**src/rtl/morse_key_decoder.sv**
```systemverilog
// Morse key front end: synchronizes and debounces a raw key, times marks and gaps
// in dot units, and emits letter codes with a fixed-width load strobe.
module morse_key_decoder #(
   parameter int DEBOUNCE_CYC = 500000,
   parameter int UNIT_CYC     = 5000000,
   parameter int STB_CYC      = 64
) (
   input  logic       CLOCK,
   input  logic       RST_N,
   input  logic       key_in,
   output logic [7:0] letter,
   output logic       letter_stb,
   output logic       key_led,
   output logic       err
);
   localparam int DW = $clog2(DEBOUNCE_CYC + 1);
   localparam int UW = $clog2(UNIT_CYC + 1);
   localparam int SW = $clog2(STB_CYC + 1);
   localparam logic [7:0] CODE_SPACE = 8'd27;
   localparam logic [7:0] CODE_ERR   = 8'd29;

   typedef enum logic [1:0] {IDLE, MARK, GAP, EMIT} state_t;

   logic          sync1, sync2;
   logic [DW-1:0] deb_cnt;
   logic          deb, deb_q;
   logic          rise, fall;
   logic [UW-1:0] unit_cnt;
   logic [3:0]    units;
   state_t        state;
   logic [2:0]    len;
   logic [3:0]    bits;
   logic          ovf, word_pending, emit_space, stb_go;
   logic [SW-1:0] stb_cnt;
   logic [7:0]    code;

   assign key_led = deb;
   assign rise    = deb & ~deb_q;
   assign fall    = ~deb & deb_q;

   // Element i of the pattern lives in bits[i]; dot=0, dash=1, unused bits are zero.
   function automatic logic [7:0] lookup(input logic [2:0] n, input logic [3:0] b, input logic o);
      logic [7:0] c;
      c = CODE_ERR;
      if (!o) begin
         case ({n, b})
            {3'd2, 4'b0010}: c = 8'd1;   // A .-
            {3'd4, 4'b0001}: c = 8'd2;   // B -...
            {3'd4, 4'b0101}: c = 8'd3;   // C -.-.
            {3'd3, 4'b0001}: c = 8'd4;   // D -..
            {3'd1, 4'b0000}: c = 8'd5;   // E .
            {3'd4, 4'b0100}: c = 8'd6;   // F ..-.
            {3'd3, 4'b0011}: c = 8'd7;   // G --.
            {3'd4, 4'b0000}: c = 8'd8;   // H ....
            {3'd2, 4'b0000}: c = 8'd9;   // I ..
            {3'd4, 4'b1110}: c = 8'd10;  // J .---
            {3'd3, 4'b0101}: c = 8'd11;  // K -.-
            {3'd4, 4'b0010}: c = 8'd12;  // L .-..
            {3'd2, 4'b0011}: c = 8'd13;  // M --
            {3'd2, 4'b0001}: c = 8'd14;  // N -.
            {3'd3, 4'b0111}: c = 8'd15;  // O ---
            {3'd4, 4'b0110}: c = 8'd16;  // P .--.
            {3'd4, 4'b1011}: c = 8'd17;  // Q --.-
            {3'd3, 4'b0010}: c = 8'd18;  // R .-.
            {3'd3, 4'b0000}: c = 8'd19;  // S ...
            {3'd1, 4'b0001}: c = 8'd20;  // T -
            {3'd3, 4'b0100}: c = 8'd21;  // U ..-
            {3'd4, 4'b1000}: c = 8'd22;  // V ...-
            {3'd3, 4'b0110}: c = 8'd23;  // W .--
            {3'd4, 4'b1001}: c = 8'd24;  // X -..-
            {3'd4, 4'b1101}: c = 8'd25;  // Y -.--
            {3'd4, 4'b0011}: c = 8'd26;  // Z --..
            default:         c = CODE_ERR;
         endcase
      end
      return c;
   endfunction

   assign code = lookup(len, bits, ovf);

   always_ff @(posedge CLOCK or negedge RST_N) begin
      if (!RST_N) begin
         sync1   <= 1'b0;
         sync2   <= 1'b0;
         deb     <= 1'b0;
         deb_q   <= 1'b0;
         deb_cnt <= '0;
      end else begin
         sync1 <= key_in;
         sync2 <= sync1;
         deb_q <= deb;
         if (sync2 == deb) deb_cnt <= '0;
         else if (deb_cnt == DW'(DEBOUNCE_CYC - 1)) begin
            deb     <= sync2;
            deb_cnt <= '0;
         end else deb_cnt <= deb_cnt + DW'(1);
      end
   end

   // Unit count restarts on every debounced edge and saturates at 8.
   always_ff @(posedge CLOCK or negedge RST_N) begin
      if (!RST_N) begin
         unit_cnt <= '0;
         units    <= 4'd0;
      end else if (rise || fall) begin
         unit_cnt <= '0;
         units    <= 4'd0;
      end else if (unit_cnt == UW'(UNIT_CYC - 1)) begin
         unit_cnt <= '0;
         if (units != 4'd8) units <= units + 4'd1;
      end else unit_cnt <= unit_cnt + UW'(1);
   end

   always_ff @(posedge CLOCK or negedge RST_N) begin
      if (!RST_N) begin
         state        <= IDLE;
         len          <= 3'd0;
         bits         <= 4'd0;
         ovf          <= 1'b0;
         word_pending <= 1'b0;
         emit_space   <= 1'b0;
         letter       <= 8'd0;
         err          <= 1'b0;
         stb_go       <= 1'b0;
      end else begin
         stb_go <= 1'b0;
         case (state)
            IDLE: if (rise) state <= MARK;
            MARK: if (fall) begin
               if (len == 3'd4) ovf <= 1'b1;
               else begin
                  bits[len[1:0]] <= (units >= 4'd2);
                  len            <= len + 3'd1;
               end
               state <= GAP;
            end
            GAP: begin
               if (rise) state <= MARK;
               else if (units == 4'd3 && (len != 3'd0 || ovf)) begin
                  emit_space <= 1'b0;
                  state      <= EMIT;
               end else if (units == 4'd7 && word_pending) begin
                  emit_space <= 1'b1;
                  state      <= EMIT;
               end else if (units == 4'd8) state <= IDLE;
            end
            EMIT: begin
               if (emit_space) begin
                  letter       <= CODE_SPACE;
                  err          <= 1'b0;
                  word_pending <= 1'b0;
               end else begin
                  letter       <= code;
                  err          <= (code == CODE_ERR);
                  word_pending <= 1'b1;
               end
               len    <= 3'd0;
               bits   <= 4'd0;
               ovf    <= 1'b0;
               stb_go <= 1'b1;
               state  <= GAP;
            end
            default: state <= IDLE;
         endcase
      end
   end

   // Strobe starts the cycle after letter updates so the bus is settled first.
   always_ff @(posedge CLOCK or negedge RST_N) begin
      if (!RST_N) begin
         stb_cnt    <= '0;
         letter_stb <= 1'b0;
      end else if (stb_go) begin
         stb_cnt    <= SW'(STB_CYC - 1);
         letter_stb <= 1'b1;
      end else if (stb_cnt != '0) stb_cnt <= stb_cnt - SW'(1);
      else letter_stb <= 1'b0;
   end
endmodule

```
**config.mk**
```make
export PLATFORM = sky130hd
export DESIGN_NAME = morse_key_decoder
export DESIGN_NICKNAME = d
export VERILOG_FILES = /design/src/rtl/morse_key_decoder.sv
export SDC_FILE = /design/constraint.sdc
export NUM_CORES = 1
export LEC_CHECK = 0
export ABC_AREA = 1
export BUFFER_PORTS_ARGS = -buffer_cell sky130_fd_sc_hd__buf_2
export CAP_MARGIN = 20
export CORE_MARGIN = 2
export CORE_UTILIZATION = 65
export CTS_BUF_LIST = sky130_fd_sc_hd__clkbuf_4 sky130_fd_sc_hd__clkbuf_8 sky130_fd_sc_hd__clkbuf_16
export DETAILED_ROUTE_END_ITERATION = 8
export PLACE_DENSITY = 0.83
export SETUP_SLACK_MARGIN = 0.1
export SLEW_MARGIN = 5
export SYNTH_ARGS = -nofsm -noshare
export SYNTH_HDL_FRONTEND = slang
export SYNTH_SLANG_ARGS = --single-unit
```
**constraint.sdc**
```tcl
create_clock -name CLOCK -period 4 [get_ports CLOCK]
set_input_delay 0.8 -clock CLOCK [delete_from_list [all_inputs] [get_ports CLOCK]]
set_output_delay 0.8 -clock CLOCK [all_outputs]
set_load 0.005 [all_outputs]
```
After elaboration in Yosys (flattened, before gate mapping)
Memory sizes are Yosys's and may differ from the RTL's.
Index checks and enable logic that the tools add are counted.
Word-level totals
  register bits: 80
  memory bits (read-only): 640
  input port bits: 3
  output and inout bits: 11
  logic and storage cells: 107
  memories kept: 1
Memory list
  (name not given): depth 128, bits a word 5, read ports 1, clocked after memory_dff 0, write ports 0, RTL line 46  | case ({n, b})
Operators by class
  $add $sub $neg: 5
  order comparisons: 3
  equality and inequality tests: 18
  multiplexer cells: 37
  bitwise gates (word level): 6
  reductions and logical operators: 19
Operators by type and width (count)
  $mux 23: 2
  $mux 19: 2
  $add 23x1->23 const B: 1
  $eq 23x23->1 const B: 1
  $mux 4: 5
  $add 19x1->19 const B: 1
  $eq 19x19->1 const B: 1
  $mux 8: 2
  $mux 7: 2
  $mux 2: 6
  $reduce_and 3->1: 4
  $mux 1: 10
  $ne 2x2->1 const B: 5
  $reduce_bool 2->1: 5
  $eq 8x5->1 const B: 1
  $pmux 2 s4: 1
  $pmux 4 s2: 1
  $reduce_bool 7->1: 1
  $sub 7x1->7 const B: 1
  $mux 3: 2
  $pmux 3 s2: 1
  $ne 5x5->1 const B: 1
  $add 4x1->4 const B: 1
  $bwmux 4: 1
  21 further kinds: 30

Depth between registers and ports, before layout
Gate-level depths: netlist of the first run.
  word-level depth: 8
  gate-level depth with buffers: 13
  gate-level depth less buffers: 13

Worst setup path before layout of the first run
No wires, ideal clock.
  kind: register to register
  start point: register deb (netlist: key_led)
  end point: register units[0]
  setup time: 66 ps
  data arrival time: 1473 ps
  required time: 3934 ps
  path slack: 2461 ps
  cell stages (with the launch flop): 7
  path buffers: 0
  clock period less this slack: 1539 ps
  path through: dfrtp_1 -> inv_1 -> ha_1 -> clkinv_1 -> o21ai_0 -> nand2_1 -> nand2_1
On the way
  word-level cells in the longest chain between the ends: 5
  elaborated cells between the ends (all ways): 8
  those cells by class: mux (1); bitwise (3); reduce/logical (4)
Ends and longest elaborated chain
  from (decl): RTL line 26  | logic deb, deb_q;
  from (signal assigned): RTL line 94  | deb <= sync2;
  $not 1->1: RTL line 39  | assign fall = ~deb & deb_q;
  $and 1x1->1: RTL line 39
  $logic_or 1x1->1 (*): RTL line 105  | end else if (rise || fall) begin
  $reduce_bool 2->1 (no source line)
  $reduce_and 2->1 (no source line)
  to (signal assigned): RTL line 110  | if (units != 4'd8) units <= units + 4'd1;
  to (decl): RTL line 29  | logic [3:0] units;
Every way passes the cells marked *; elsewhere a longest branch is shown, timed or not.
A chain may end at the register's enable or synchronous reset.

Worst setup path after layout of the first run
Same ends and word-level chain as after synthesis.

==> results of run 1 <==
[power groups by stage]
stage          Sequential, mW  Clock (mW)  Combinational [mW]
6_report                0.783       0.526              0.0261
5_1_grt                 0.784       0.577              0.0318
4_1_cts                 0.783       0.543              0.0275
3_5_place_dp            0.799           0              0.0275
3_3_place_gp            0.799           0              0.0269
2_1_floorplan           0.799           0              0.0122
[state kept, by name (all words and copies together), names as in the netlist, 2 cells and up]
| register | cells |
|---|---|
| unit_cnt | 23 |
| deb_cnt | 19 |
| stb_cnt | 7 |
| letter | 5 |
| bits | 4 |
| units | 4 |
| len | 3 |
| state | 2 |
[area by class of cell]
class,instances,area share [%]
Multi-Input combinational cell,421,46.1
Sequential cell,77,40.1
Clock inverter,7,1.07
Timing Repair Buffer,10,1.09
Inverter,90,7.03
Tap cell,80,2.08
Clock buffer,9,2.58
[cell usage in the layout (no fill, tap or decap), drive strengths merged]
| master | instances |
|---|---|
| o21bai | 1 |
| ha | 18 |
| a31oi | 2 |
| buf | 10 |
| clkinvlp | 2 |
| o22a | 1 |
| a211oi | 5 |
| nor3 | 23 |
| mux2 | 1 |
| o21ai | 23 |
| nand2 | 116 |
| o211ai | 1 |
| o21a | 1 |
| nor2 | 117 |
| nor4 | 2 |
| dfrtp | 77 |
| conb | 3 |
| inv | 90 |
| a22oi | 1 |
| nand4 | 18 |
| nor3b | 4 |
| clkinv | 5 |
| nand3 | 36 |
| xor2 | 14 |
| xnor2 | 3 |
| nand3b | 3 |
| a21oi | 23 |
| o22ai | 3 |
| a21o | 2 |
| clkbuf | 9 |
[routing by layer]
layer | wire, µm | up-vias
met1 | 4260 | 1771
met3 | 329 | 16
li1 | - | 1928
met5 | 0 | -
met2 | 4230 | 81
met4 | 142 | 0
[final timing paths]
path,cells past startpoint,to,start,slack (ns)
setup / recovery,6,units[0]$_DFFE_PN0P_,key_led$_DFFE_PN0P_,2.13
hold / removal,0,sync2$_DFF_PN0_,sync1$_DFF_PN0_,0.35
setup reg to reg,6,units[0]$_DFFE_PN0P_,key_led$_DFFE_PN0P_,2.13
hold reg to reg,0,sync2$_DFF_PN0_,sync1$_DFF_PN0_,0.35
max in group asynchronous,1,deb_q$_DFF_PN0_,RST_N,2.80
min in group asynchronous,1,bits[1]$_DFFE_PN0P_,RST_N,0.56
[logic make-up after synthesis]
family	Yosys count	share of synthesized area [%]
AO/OA/AOI/OAI	63	7.80
XOR/XNOR	17	3.29
adder cells (fa/ha/maj)	18	4.98
buffers and inverters	97	8.61
flip-flops	77	42.6
multiplexers	1	0.249
other	1	0.0829
AND/OR/NAND/NOR	319	32.4
[stage by stage]
step	cell area, µm²	instances	util [%]	hold WS [ns]	power [mW]
floorplan	4530	595	-	0.331	0.811
global placement	4630	678	68.5	0.336	0.825
detailed placement	4630	678	68.5	0.335	0.826
CTS	4810	694	71.1	0.353	1.35
global route	4810	694	71.1	0.380	1.39
finish	4810	694	71.1	0.351	1.34
[critical path, delay by kind of cell (launching register included)]
family	cells	cell delay [ns]
adders and majority gates	1	0.38
buffers and inverters	2	0.35
and+or+nand+nor	2	0.19
DFF	1	0.44
AOI/OAI and AO/OA	1	0.44
[synthesized netlist by cell type]
| cell | instances |
|---|---|
| nand3_1 | 34 |
| clkbuf_2 | 1 |
| mux2_2 | 1 |
| nand3_2 | 2 |
| a31oi_1 | 2 |
| nand2_2 | 4 |
| nor3_2 | 2 |
| o211ai_1 | 1 |
| xor2_1 | 14 |
| nor3_1 | 19 |
| a211oi_1 | 5 |
| nor3b_2 | 2 |
| o22a_1 | 1 |
| nor4_1 | 2 |
| o21a_1 | 1 |
| nor2_8 | 1 |
| buf_2 | 1 |
| nor2_4 | 2 |
| nand3b_4 | 1 |
| nand2_1 | 112 |
| o21ai_0 | 20 |
| nor3_4 | 2 |
| buf_4 | 4 |
| clkinv_1 | 1 |
| conb_1 | 1 |
| o21ai_1 | 3 |
| xnor2_1 | 3 |
| ha_1 | 18 |
| a22oi_1 | 1 |
| a21oi_1 | 23 |
| buf_6 | 1 |
| inv_2 | 4 |
| o22ai_1 | 3 |
| nor2_1 | 110 |
| a21o_1 | 2 |
| o21bai_1 | 1 |
| nand3b_1 | 2 |
| nand4_1 | 18 |
| nor2_2 | 4 |
| nor3b_1 | 2 |
| inv_1 | 85 |
| dfrtp_1 | 77 |
==> results.md, run 1 <==
- RSZ-0062 raised after global routing: no
- CTS Hold Bufs: 0
- Register area: 0.00193 mm²
- Final-report setup violation count: 0
- Post-route setup TNS: 0 ns
- GR Util All Layers: 25.9%
- Chip height: 87.4 µm
- Initial Util: 66.9%
- Vias/cell: 5.47
- Ant. Diodes: 0
- Critical path cell sequence: inv_1, ha_1, clkinv_1, o21ai_0, nand2_1, nand2_1
- M1 GR Usage: 34.6%
- Static leakage: 2.41 nW
- Detailed-router iteration count before antenna repair: 5
- Crit path required time: 4.29 ns
- Slew @ Worst Pin: 0.940 ns
- Combinational power share: 2.0%
- Area grow syn2layout: 6.28%
- Setup Fix Bufs, Post-CTS: 0
- Vias in the first global route: 3593
- Crit Path Max Fanout: 9
- Biggest cell delay along the critical path: 0.44 ns
- Sequential Power Share: 58.6%
- Initial antenna violation count: 0
- Yosys reg bits: 77
- Final setup margin: 2.13 ns
- Worst-Skew Late Latency: 0.36 ns
- GR Util met2: 42.4%
- Critical-path top delay cell: dfrtp_1
- Worst hold path class: flip-flop to flip-flop
- Via count: 3796
- Startpoint types: flip-flop
- Multi-input gate area: 0.00221 mm²
- Sink Count: 77
- Tmin final: 1.87 ns
- Clock Path Buffers: 2
- Max-Cap Viols: 0
- Share of layout cells above drive strength 1: 8.31%
- Status: finished clean
- Fin nets: 630
- GRT busiest layer: met2
- Synthesis warning total: 0
- GP Congestion: 0.945
- Remaining design rule violation count: 0
- CTS Root Cell: clkbuf_8
- Crit path capture type: flip-flop
- Most used cell along the critical path: nand2_1
- # rows: 30
- H-Tree Depth: 3
- Gate count after technology mapping: 593
- Post-route clock period utilization: 46.8%
- I/O Buffers: 10
- WL per Instance: 12.9 µm
- Library cells used by synthesis: 42
- Post-synth top area cell: dfrtp_1
- Synth area leaders: dfrtp_1, nand2_1, nor2_1, inv_1, ha_1
- Synthesized cell area: 0.00452 mm²
- Sequential fraction of the synthesis area: 42.6%
- Crit path DAT: 2.16 ns
- CTS clk-pin slew, worst paths: 0.08 ns
- Worst slack, placed: 2.16 ns
- Sw frac: 24.2%
- Largest net degree at the start of global routing: 78
- Final wirelength: 8.96 mm
- Setup Skew: 0.00647 ns
- Post-CTS sizing: 0
- Clock buffer count from CTS: 9
- Share of the synthesized area in the top cell type: 42.6%
- HPWL Detailed: 6.54 mm
- Fillcell total: 534
- Final ANT Viol Nets: 0
- # IOs: 14
- CTS tree: yes
- Syn Area/Cell: 7.63 µm²
- Die footprint: 0.00764 mm²
- Internal Power: 1.01 mW
- F_max: 0.534 GHz
- Critical setup path kind: flip-flop to flip-flop
- First-pass GRT wire length: 15.8 mm
- Slew HR: 37.4%
- Maximum VDD drop: 0.000231 V
- Sw power: 324 µW
- PD cells: 278 mW/mm²
- Core area: 0.00676 mm²
- Die Wd: 87.4 µm
- Iter 0 DRT Violations: 252
- Clk pwr share: 39.4%
- Final hold vios: 0
- GRT overflow: 0
- Max-slew violations: 0
- Met3 Use GR: 5.12%
No activity file was read; power rests on OpenSTA's default activity.
==> run 2, diff against run 1 <==
--- a/config.mk
+++ b/config.mk
@@ -9,10 +9,10 @@
 export BUFFER_PORTS_ARGS = -buffer_cell sky130_fd_sc_hd__buf_2
 export CAP_MARGIN = 20
 export CORE_MARGIN = 2
-export CORE_UTILIZATION = 65
+export CORE_UTILIZATION = 62
 export CTS_BUF_LIST = sky130_fd_sc_hd__clkbuf_4 sky130_fd_sc_hd__clkbuf_8 sky130_fd_sc_hd__clkbuf_16
 export DETAILED_ROUTE_END_ITERATION = 8
-export PLACE_DENSITY = 0.83
+export PLACE_DENSITY = 0.79
 export SETUP_SLACK_MARGIN = 0.1
 export SLEW_MARGIN = 5
 export SYNTH_ARGS = -nofsm -noshare
==> constraint.sdc (replaced) <==
create_clock -name CLOCK -period 1.86 [get_ports CLOCK]
set_input_delay 0.372 -clock CLOCK [delete_from_list [all_inputs] [get_ports CLOCK]]
set_output_delay 0.372 -clock CLOCK [all_outputs]
set_load 0.005 [all_outputs]
==> run 2 against run 1 <==
  * The run now ends with negative hold slack left
  * Utilization down 1.6 points
  * Combinational power is 140% higher
  * Maximum frequency is 13% higher
  * Hold slack worse by 0.35 ns
  * Design area increased by 3.8%
  * First-iteration DRC count increased by 21%
  * Power is 140% higher
  * Sequential power increased by 110%
  * Non-clock buffer count up 10
  * Flip-flop and latch count unchanged
  * Clock power rose to 2.8 times the previous value
==> results.md, run 2 (synthesized netlist as in run 1, its figures left out) <==
- Status: finished, violations left
- Failing checks: negative hold slack
- Startpoint types: flip-flop
- Combinational power share: 2.0% (about the same)
- Largest net degree at the start of global routing: 78 (unchanged)
- Sequential Power Share: 52.6% (-6.0 points)
- CTS clk-pin slew, worst paths: 0.08 ns (about the same)
- GR Util All Layers: 24.9% (-0.99 points)
- H-Tree Depth: 3 (unchanged)
- Multi-input gate area: 0.00223 mm² (+0.57%)
- Post-route setup TNS: 0 ns (unchanged)
- Vias in the first global route: 3436 (-4.4%)
- I/O Buffers: 10 (unchanged)
- Critical-path top delay cell: dfrtp_1
- Initial Util: 63.0% (-3.9 points)
- Worst reg2reg startpoint: unit_cnt[0]$_DFF_PN0_
- F_max: 0.605 GHz (+13%)
- Clock Path Buffers: 2 (unchanged)
- Post-layout total power: 3.20 mW (+140%)
- Final hold vios: 2 (+2)
- Slew @ Worst Pin: 0.518 ns (-0.421 ns)
- First-pass GRT wire length: 15.4 mm (-2.2%)
- Most used cell along the critical path: nand2_1
- Post-route clock period utilization: 88.9% (+42 points)
- Reg2Reg Setup Slack: 0.21 ns (-1.92 ns)
- M1 GR Usage: 33.6% (-1.0 points)
- Post-route design area: 0.00499 mm² (+3.8%)
- Biggest register: unit_cnt
- Most frequent cells in the layout: nand2_1, nor2_1, inv_1, dfrtp_1, nand3_1
- Fin nets: 640 (+1.6%)
- Tmin final: 1.65 ns (-0.219 ns)
- Ant. Diodes: 0 (unchanged)
- Met3 Use GR: 4.71% (-0.41 points)
- HPWL Detailed: 6.70 mm (+2.4%)
- GRT overflow: 0 (unchanged)
- R2R cell count: 8 (+2)
- Crit path capture type: flip-flop
- Sw frac: 21.8% (-2.4 points)
- Clk pwr share: 45.4% (+6.0 points)
- Crit Path Max Fanout: 5 (-4)
- Biggest cell delay along the critical path: 0.37 ns (-0.07 ns)
- Chip height: 89.4 µm (+2.3%)
- Worst-Skew Late Latency: 0.37 ns (about the same)
- Placed cell areas: 0.00472 mm² (+1.9%)
- Iter 0 DRT Violations: 305 (+21%)
- Final wirelength: 9.29 mm (+3.6%)
- Share of layout cells above drive strength 1: 11.5% (+3.2 points)
- Die footprint: 0.00799 mm² (+4.6%)
- Critical path cell sequence: ha_1, nand3_2, inv_1, nand4_1, nand2_1, o21ai_0, nand2_1, nand2_1
- CTS tree: yes
- Fillcell total: 582 (+9.0%)
- Layout Utilization: 69.5% (-1.6 points)
- Worst hold path class: input pin to async pin
- Area grow syn2layout: 10.3%
- CTS Hold Bufs: 0 (unchanged)
- Critical setup path kind: flip-flop to flip-flop
- Final ANT Viol Nets: 0 (unchanged)
- Final-report setup violation count: 0 (unchanged)
- # IOs: 14 (unchanged)
- Maximum VDD drop: 0.000512 V (+120%)
- Slew HR: 65.1% (+28 points)
- Sink Count: 77 (unchanged)
- Crit Reg-Reg Endpoint: units[0]$_DFFE_PN0P_
- Max-Cap Viols: 0 (unchanged)
- Crit path required time: 2.11 ns (-2.18 ns)
- GP Congestion: 0.922 (-2.5%)
- WL per Instance: 12.8 µm (-0.52%)
- CTS Root Cell: clkbuf_8
- Final hold slack: -0.00418 ns (-0.355 ns)
- Initial antenna violation count: 0 (unchanged)
- Largest regs: unit_cnt x23, deb_cnt x19, stb_cnt x7
- GRT busiest layer: met2
- Crit path DAT: 1.90 ns (-0.26 ns)
- Core area: 0.00718 mm² (+6.2%)
- Clock buffer count from CTS: 9 (unchanged)
- Worst Setup EP: units[0]$_DFFE_PN0P_
- Most common cell after layout, fill and taps aside: nand2_1
- Vias/cell: 5.34 (-2.3%)
- Max reg flops: 23 (unchanged)
- GR Util met2: 40.0% (-2.4 points)
- CP bufs+invs: 1 (-1)
- Worst setup path start: unit_cnt[0]$_DFF_PN0_
- Register area: 0.00193 mm² (+0.26%)
- Internal Power: 2.50 mW (+150%)
- Via count: 3863 (+1.8%)
- # rows: 31 (+3.3%)
- Remaining design rule violation count: 0 (unchanged)
- Die Wd: 89.4 µm (+2.3%)
- PD cells: 642 mW/mm² (+130%)
- Stages on the worst setup path: 8 (+2)
- Detailed-router iteration count before antenna repair: 7 (+2)
- Max-slew violations: 0 (unchanged)
- RSZ-0062 raised after global routing: yes
- Static leakage: 2.48 nW (+3.0%)
- Setup Skew: 0.0125 ns (+0.00606 ns)
- Delay-heaviest family, CP: simple AND/OR/NAND/NOR gates
- Sw power: 698 µW (+120%)
==> run 2: changes by cell type in the layout (fill, tap and decap cells not counted), moves of 2 or more <==
cell and change:
buf_4 +9, inv_2 +4, dfrtp_1 -4, dfrtp_2 +4
bufinv_16 +2, inv_1 -4, nor2_1 -2, clkinv_2 -2
==> run 2: cell type report <==
cell class | count | area share, %
Clock buffer | 11 | 2.91
Timing Repair Buffer | 20 | 2.81
Inverter | 90 | 6.77
Multi-Input combinational cell | 421 | 44.6
Clock inverter | 5 | 1.68
Tap cell | 99 | 2.48
Sequential cell | 77 | 38.7
==> run 2: metrics by stage <==
step / worst slack (ns) / instances
floorplan: 0.321 / 595
global placement: 0.176 / 704
detailed placement: 0.178 / 704
CTS: 0.160 / 720
global route: 0.0749 / 723
finish: 0.207 / 723
==> run 2: timing repair <==
| item | in CTS | in global routing |
|---|---|---|
| gates resized for setup | 0 | 12 |
| endpoints found under the setup margin | 0 | 22 |
| endpoints found under the hold margin | 0 | 0 |
| setup buffers | 0 | 3 |
==> run 2: how the worst min path moves through the flow <==
stage                               start                     end  slack [ns]  cells after the start
after floorplan                     RST_N     bits[0]$_DFFE_PN0P_        0.08                      0
after global placement    sync1$_DFF_PN0_         sync2$_DFF_PN0_        0.33                      0
after detailed placement  sync1$_DFF_PN0_         sync2$_DFF_PN0_        0.33                      0
after CTS                           RST_N  stb_cnt[2]$_DFFE_PN0P_        0.04                      2
after global routing                RST_N        stb_go$_DFF_PN0_        0.06                      2
final                               RST_N     bits[0]$_DFFE_PN0P_      -0.004                      2
==> run 2: power by group through the flow <==
stage	Combinational, mW	Clock, mW	Sequential [mW]
6_report	0.0632	1.45	1.68
5_1_grt	0.0760	1.55	1.69
4_1_cts	0.0659	1.47	1.68
3_5_place_dp	0.0658	0	1.72
3_3_place_gp	0.0641	0	1.72
2_1_floorplan	0.0262	0	1.72
==> run 2: worst reg2reg max path: cells and delay by family (launching register included) <==
kind / cells / cell delay (ns)
AND/OR/NAND/NOR: 5 / 0.60
adder cells (fa/ha/maj): 1 / 0.21
AO/OA/AOI/OAI: 1 / 0.24
buffers and inverters: 1 / 0.13
flip-flops: 1 / 0.37
==> run 2: routing by layer <==
metal | vias to the layer above | part of all wire (%)
met5 | - | 0
met4 | 0 | 1.9
met3 | 15 | 4.4
met2 | 96 | 47
met1 | 1803 | 47
li1 | 1949 | -
